### config.mk
export PLATFORM = sky130hd
export DESIGN_NAME = tlul_addr_steer_flat
export DESIGN_NICKNAME = d
export VERILOG_FILES = /design/src/rtl/tlul_addr_steer_if.sv /design/src/rtl/tlul_addr_steer.sv /design/src/flat_wrapper.sv
export SDC_FILE = /design/constraint.sdc
export NUM_CORES = 1
export LEC_CHECK = 0
export BUFFER_PORTS_ARGS = -buffer_cell sky130_fd_sc_hd__buf_2
export CAP_MARGIN = 20
export CORE_AREA = 10 10 321 323
export DETAILED_ROUTE_END_ITERATION = 8
export DIE_AREA = 0 0 331 333
export GPL_ROUTABILITY_DRIVEN = 0
export SLEW_MARGIN = 15
export SYNTH_ARGS = -nofsm -noshare
export SYNTH_HDL_FRONTEND = slang
export SYNTH_SLANG_ARGS = --single-unit
export TNS_END_PERCENT = 20
### constraint.sdc
create_clock -name clk_i -period 10 [get_ports clk_i]
set_input_delay 2 -clock clk_i [delete_from_list [all_inputs] [get_ports clk_i]]
set_output_delay 2 -clock clk_i [all_outputs]
set_load 0.005 [all_outputs]
### src/rtl/tlul_addr_steer_if.sv
// Bus bundle for the TL-UL address steering stage: the host-side request and
// response words plus the flattened per-device request and response words.
interface tlul_addr_steer_if #(
  parameter int N = 4
);
  logic [101:0]      tl_h_i;  // host h2d
  logic [67:0]       tl_h_o;  // host d2h
  logic [N*102-1:0]  tl_d_o;  // device h2d, device i at [102*i +: 102]
  logic [N*68-1:0]   tl_d_i;  // device d2h, device i at [68*i +: 68]

  // Environment side: issues host requests and returns device responses.
  modport master (
    output tl_h_i,
    output tl_d_i,
    input  tl_h_o,
    input  tl_d_o
  );

  // Steering stage side.
  modport slave (
    input  tl_h_i,
    input  tl_d_i,
    output tl_h_o,
    output tl_d_o
  );
endinterface

### src/rtl/tlul_addr_steer.sv
// 1:N TL-UL steering stage. Decodes the host A-channel address against
// per-device base/mask windows, forwards the request to the hit device (or to
// an internal error responder for unmapped addresses), counts outstanding
// transactions and returns D-channel responses strictly in order by never
// switching target while responses are still pending.

// Error responder for unmapped addresses: accepts one request at a time and
// answers it with d_error set and all-ones data.
module tlul_err_resp (
  input  logic         clk_i,
  input  logic         rst_ni,
  input  logic [101:0] tl_h_i,
  output logic [67:0]  tl_h_o
);
  typedef enum logic { ErrIdle, ErrRsp } err_state_e;

  localparam logic [2:0] OpGet           = 3'd4;
  localparam logic [2:0] OpAccessAck     = 3'd0;
  localparam logic [2:0] OpAccessAckData = 3'd1;

  err_state_e  state;
  logic [2:0]  rsp_opcode;
  logic [1:0]  rsp_size;
  logic [7:0]  rsp_source;
  logic        a_ready;
  logic        a_fire;
  logic        d_fire;
  logic        unused_h2d;

  assign a_ready = (state == ErrIdle);
  assign a_fire  = tl_h_i[101] & a_ready;
  assign d_fire  = (state == ErrRsp) & tl_h_i[0];

  // Only opcode, size and source shape the error response.
  assign unused_h2d = ^{tl_h_i[97:95], tl_h_i[84:1]};

  // Capture the request and hold the error response until the host takes it.
  always_ff @(posedge clk_i) begin
    if (!rst_ni) begin
      state      <= ErrIdle;
      rsp_opcode <= OpAccessAck;
      rsp_size   <= '0;
      rsp_source <= '0;
    end else begin
      case (state)
        ErrIdle: if (a_fire) begin
          state      <= ErrRsp;
          rsp_opcode <= (tl_h_i[100:98] == OpGet) ? OpAccessAckData : OpAccessAck;
          rsp_size   <= tl_h_i[94:93];
          rsp_source <= tl_h_i[92:85];
        end
        ErrRsp: if (d_fire) begin
          state <= ErrIdle;
        end
        default: state <= ErrIdle;
      endcase
    end
  end

  assign tl_h_o = {(state == ErrRsp), rsp_opcode, 3'd0, rsp_size, rsp_source,
                   1'b0, 32'hffff_ffff, 16'h0, 1'b1, a_ready};
endmodule

module tlul_addr_steer #(
  parameter int              N              = 4,
  parameter int              MaxOutstanding = 8,
  parameter logic [N*32-1:0] AddrBase       = {N{32'h0}},
  parameter logic [N*32-1:0] AddrMask       = {N{32'hffff_f000}}
) (
  input  logic               clk_i,
  input  logic               rst_ni,
  tlul_addr_steer_if.slave   tl
);
  localparam int IdxW = $clog2(N + 1);

  logic                  a_valid;
  logic                  d_ready;
  logic [31:0]           a_address;
  logic [IdxW-1:0]       dec_idx;
  logic [IdxW-1:0]       cur_tgt;
  logic [7:0]            out_cnt;
  logic                  pending;
  logic                  stall;
  logic                  h_a_ready;
  logic                  h_d_valid;
  logic                  a_fire;
  logic                  d_fire;
  logic [N:0][67:0]      tgt_d2h;   // index N is the error responder
  logic [101:0]          err_h2d;

  assign a_valid   = tl.tl_h_i[101];
  assign d_ready   = tl.tl_h_i[0];
  assign a_address = tl.tl_h_i[84:53];

  // Address decode: lowest-numbered hitting window wins, N when nothing hits.
  // NOTE: dec_idx gets its default before the loop so every path assigns it and no latch is inferred.
  always_comb begin
    dec_idx = IdxW'(N);
    for (int i = N - 1; i >= 0; i--) begin
      if ((a_address & AddrMask[32*i +: 32]) == AddrBase[32*i +: 32]) begin
        dec_idx = IdxW'(i);
      end
    end
  end

  assign pending   = (out_cnt != 8'd0);
  assign stall     = (pending && (dec_idx != cur_tgt)) || (out_cnt == 8'(MaxOutstanding));
  assign h_a_ready = ~stall & tgt_d2h[dec_idx][0];
  assign a_fire    = a_valid & h_a_ready;
  // A response arriving with nothing outstanding is not ours to forward.
  assign h_d_valid = pending & tgt_d2h[cur_tgt][67];
  assign d_fire    = h_d_valid & d_ready;

  assign tl.tl_h_o = {h_d_valid, tgt_d2h[cur_tgt][66:1], h_a_ready};

  // Per-device request fan-out and response collection.
  for (genvar g = 0; g < N; g++) begin : g_dev
    assign tl.tl_d_o[102*g +: 102] = {a_valid & ~stall & (dec_idx == IdxW'(g)),
                                      tl.tl_h_i[100:1],
                                      pending & d_ready & (cur_tgt == IdxW'(g))};
    assign tgt_d2h[g] = tl.tl_d_i[68*g +: 68];
  end

  assign err_h2d = {a_valid & ~stall & (dec_idx == IdxW'(N)),
                    tl.tl_h_i[100:1],
                    pending & d_ready & (cur_tgt == IdxW'(N))};

  tlul_err_resp u_err_resp (
    .clk_i  (clk_i),
    .rst_ni (rst_ni),
    .tl_h_i (err_h2d),
    .tl_h_o (tgt_d2h[N])
  );

  // Outstanding-transaction counter and current target tracking.
  // NOTE: state registers use non-blocking assignments so every flop samples pre-edge values.
  always_ff @(posedge clk_i) begin
    if (!rst_ni) begin
      out_cnt <= 8'd0;
      cur_tgt <= '0;
    end else begin
      if (a_fire) begin
        cur_tgt <= dec_idx;
      end
      if (a_fire && !d_fire) begin
        out_cnt <= out_cnt + 8'd1;
      end else if (!a_fire && d_fire) begin
        out_cnt <= out_cnt - 8'd1;
      end
    end
  end
endmodule
### src/flat_wrapper.sv
// flat-port wrapper written by rule: the top's interface ports become plain ports
module tlul_addr_steer_flat 
#(
  parameter int              N              = 4,
  parameter int              MaxOutstanding = 8,
  parameter logic [N*32-1:0] AddrBase       = {N{32'h0}},
  parameter logic [N*32-1:0] AddrMask       = {N{32'hffff_f000}}
)
  (clk_i, rst_ni, tl_tl_h_i, tl_tl_d_i, tl_tl_h_o, tl_tl_d_o);
  tlul_addr_steer_if #(.N(N)) tl_i ();
  input  logic clk_i;
  input  logic rst_ni;
  input wire logic [$bits(tl_i.tl_h_i)-1:0] tl_tl_h_i;
  input wire logic [$bits(tl_i.tl_d_i)-1:0] tl_tl_d_i;
  output wire logic [$bits(tl_i.tl_h_o)-1:0] tl_tl_h_o;
  output wire logic [$bits(tl_i.tl_d_o)-1:0] tl_tl_d_o;
  assign tl_i.tl_h_i = tl_tl_h_i;
  assign tl_i.tl_d_i = tl_tl_d_i;
  assign tl_tl_h_o = tl_i.tl_h_o;
  assign tl_tl_d_o = tl_i.tl_d_o;
  tlul_addr_steer #(.N(N), .MaxOutstanding(MaxOutstanding), .AddrBase(AddrBase), .AddrMask(AddrMask)) u_core (.clk_i(clk_i), .rst_ni(rst_ni), .tl(tl_i));
endmodule
==> results.yml <==
sta:
  relSlewSlack_pct: 56.53
  timing.final.crit_share_pct: 61.85
  fin_skew_ps: 2.601
  setup_ws_ps: 3815
  slew_violations: 0
  hold_viol: 0
  tns_ps: 0
  fmax_mhz: 161.7
  setup_viol: 0
  tightest_slew_ps: 652.0
  min_period_ps: 6185
  rsz0062_at_grt: "false"
cells_and_area:
  drive_above_1_share_pct: 67.98
  finish.utilization_pct: 5.225
  area_growth_pct: 2.892
  multi_input_comb_area_sq_um: 1339
  n_fill_cell: 11460
  regArea_sq_um: 421.7
  nNetsFinal: 919
global_routing:
  grt_antenna_before_repair: 34
  grt_pass1_wl_mm: 39.14
  grt_pass1_vias: 3899
  grt_max_degree: 71
  track_usage_pct: 5.476
  globalRouteOverflowTotal: 0
floorplanning:
  coreArea_sq_um: 96280
  io_pins: 852
  start_util_pct: 5.079
  die_area_sq_um: 110200
  num_rows: 114
  die_h_um: 333
  die_x_um: 331
synth:
  synth-seq-cells: 21
  synth_edf_count: 0
  synth_cells: 640
  ys_seq_area_share_pct: 8.598
  netlist_area_sq_um: 4890
  synth_area_per_cell_sq_um: 7.640
  yosys.area.top_type_share_pct: 62.64
  synth_area_leader_cell: "buf_4"
  yosys_warnings: 0
  synthArstFlopShare_pct: 0
  synth_cell_types: 45
  ys.flop_type: "dfxtp_1"
  synth_area_leaders: "buf_4, dfxtp_1, or2_2, mux2i_1, nor2b_1"
worst_setup_path:
  startpoint_type: "input pin"
  required_ps: 8000
  crit_arrival_ps: 4180
  endpoint_kind: "output port"
  cp_max_fo: 5
  cp-startpoint: "tl_tl_h_i[79]"
  path_class: "in2out"
  r2r-start: "u_core.cur_tgt[2]"
placement:
  dp_hpwl_mm: 30.76
  pre_cts_ws_ps: 3562
  io_buffer_count: 306
flow_run:
  cap_violations: 0
min_path:
  hp-class: "reg2reg"
  min_from: "u_core.u_err_resp.rsp_source[2]"
outcome:
  outcome: "finished clean"
detailed_routing:
  route.detailed.drc: 0
  ant_nets: 0
  wirelength_met1_mm: 9.921
  via_per_inst: 1.892
  wl_met2_mm: 12.86
  met3_length_mm: 9.532
  drtIter0Drc: 87
  via_count: 3453
  routed_wl_mm: 32.68
  maxUsedRoutingLayer: "met5"
  firstDrtPassIters: 4
  wl_per_cell_um: 17.91
clock_network:
  ctsHoldBuffers: 0
  cts.sinks: 21
  cts.clk_slew.worst_paths_ps: 70
  cts_tree: "done"
  cts_resized: 0
  htreeDepth: 1
  cts_made_buffers: 3
  cts_buffer_depth: 2
  clock_latency_ps: 270
  root_buffer: "clkbuf_16"
  cts_setup_buffers: 0
power_and_ir_drop:
  power_density_nw_per_um2: 147.7
  ir_drop_mv: 0.1173
  power_uw: 743.3
  cellLeakagePower_uw: 0.002002
[worst max-delay path, stage by stage]
cell	delay [ps]
buf_2	150
nor4_1	600
nand3_1	560
nor3_2	420
o21ai_0	140
a21oi_1	160
buf_2	140
[metal layers]
layer / global-route usage, % / vias up
met4: 0.6842 / 14
met1: 4.838 / 1376
met3: 6.711 / 40
li1: - / 1408
met5: 0 / -
met2: 8.108 / 615
[logic make-up (layout without fill, tap and decap cells)]
| group | after synthesis | in the layout | share of synthesized area (%) |
|---|---|---|---|
| AO/OA/AOI/OAI | 29 | 29 | 3.941 |
| XOR/XNOR | 4 | 4 | 0.7166 |
| adder cells (fa/ha/maj) | 8 | 8 | 2.201 |
| buffers and inverters | 426 | 315 | 64.41 |
| flip-flops | 21 | 21 | 8.598 |
| multiplexers | 26 | 26 | 5.604 |
| other | 1 | 21 | 0.07669 |
| AND/OR/NAND/NOR | 125 | 125 | 14.46 |
[worst paths after layout]
| check | end | slack (ps) | cells after the start |
|---|---|---|---|
| worst max-delay path | tl_tl_h_o[0] | 3820 | 7 |
| worst min-delay path | u_core.u_err_resp.rsp_source[2] | 460 | 2 |
| worst max register to register | u_core.out_cnt[6] | 6110 | 14 |
| worst min register to register | u_core.u_err_resp.rsp_source[2] | 460 | 2 |
[Yosys cell counts (2+ instances only)]
cell	n
buf_4	408
or2_2	34
nand2_1	30
nor2b_1	22
dfxtp_1	21
mux2i_1	15
mux2_2	11
nor2_1	10
clkbuf_1	9
nand3_1	8
o21ai_0	8
a21oi_1	7
ha_1	7
nor4_1	6
inv_1	4
and3_1	3
o21a_1	3
a21o_1	2
buf_1	2
buf_2	2
nor3_2	2
xnor2_1	2
xor2_1	2
[flip-flops by register name, indices dropped and copies added, names as in the netlist]
signal / cells
u_core.cur_tgt: 1
u_core.u_err_resp.rsp_size: 2
u_core.out_cnt: 8
u_core.u_err_resp.rsp_opcode: 1
u_core.u_err_resp.state: 1
u_core.u_err_resp.rsp_source: 8
[layout by cell type, fill, tap and decap left out, types with 8 or more instances in the layout]
| master | count |
|---|---|
| buf_2 | 306 |
| or2_2 | 34 |
| nand2_1 | 30 |
| nor2b_1 | 22 |
| dfxtp_1 | 20 |
| diode_2 | 15 |
| mux2i_1 | 15 |
| mux2_2 | 11 |
| nor2_1 | 10 |
| nand3_1 | 8 |
| o21ai_0 | 8 |
[stage by stage]
step           cell area (sq um)  std cells  hold slack [ps]
3_5_place_dp                4911       1806            445.2
2_1_floorplan               4908        645            431.3
5_1_grt                     4994       1810            469.3
4_1_cts                     4994       1810            458.5
6_report                    5031       1825            455.7
3_3_place_gp                4911       1806            438.5
[final cells by class]
cell class	instances	share of cell area (%)
multi-input combinational	198	26.61
tap	1276	31.73
antenna	15	0.7461
clock buffer	3	1.492
inverter	4	0.2984
timing repair buffer	307	30.59
clock inverter	1	0.1492
sequential	21	8.381
[power breakdown]
part           switching, uW  internal (uW)  total [uW]
Combinational            285            237         522
Sequential              18.7            109         128
Clock                   39.0           54.5        93.5
No activity file was read; power rests on OpenSTA's default activity.
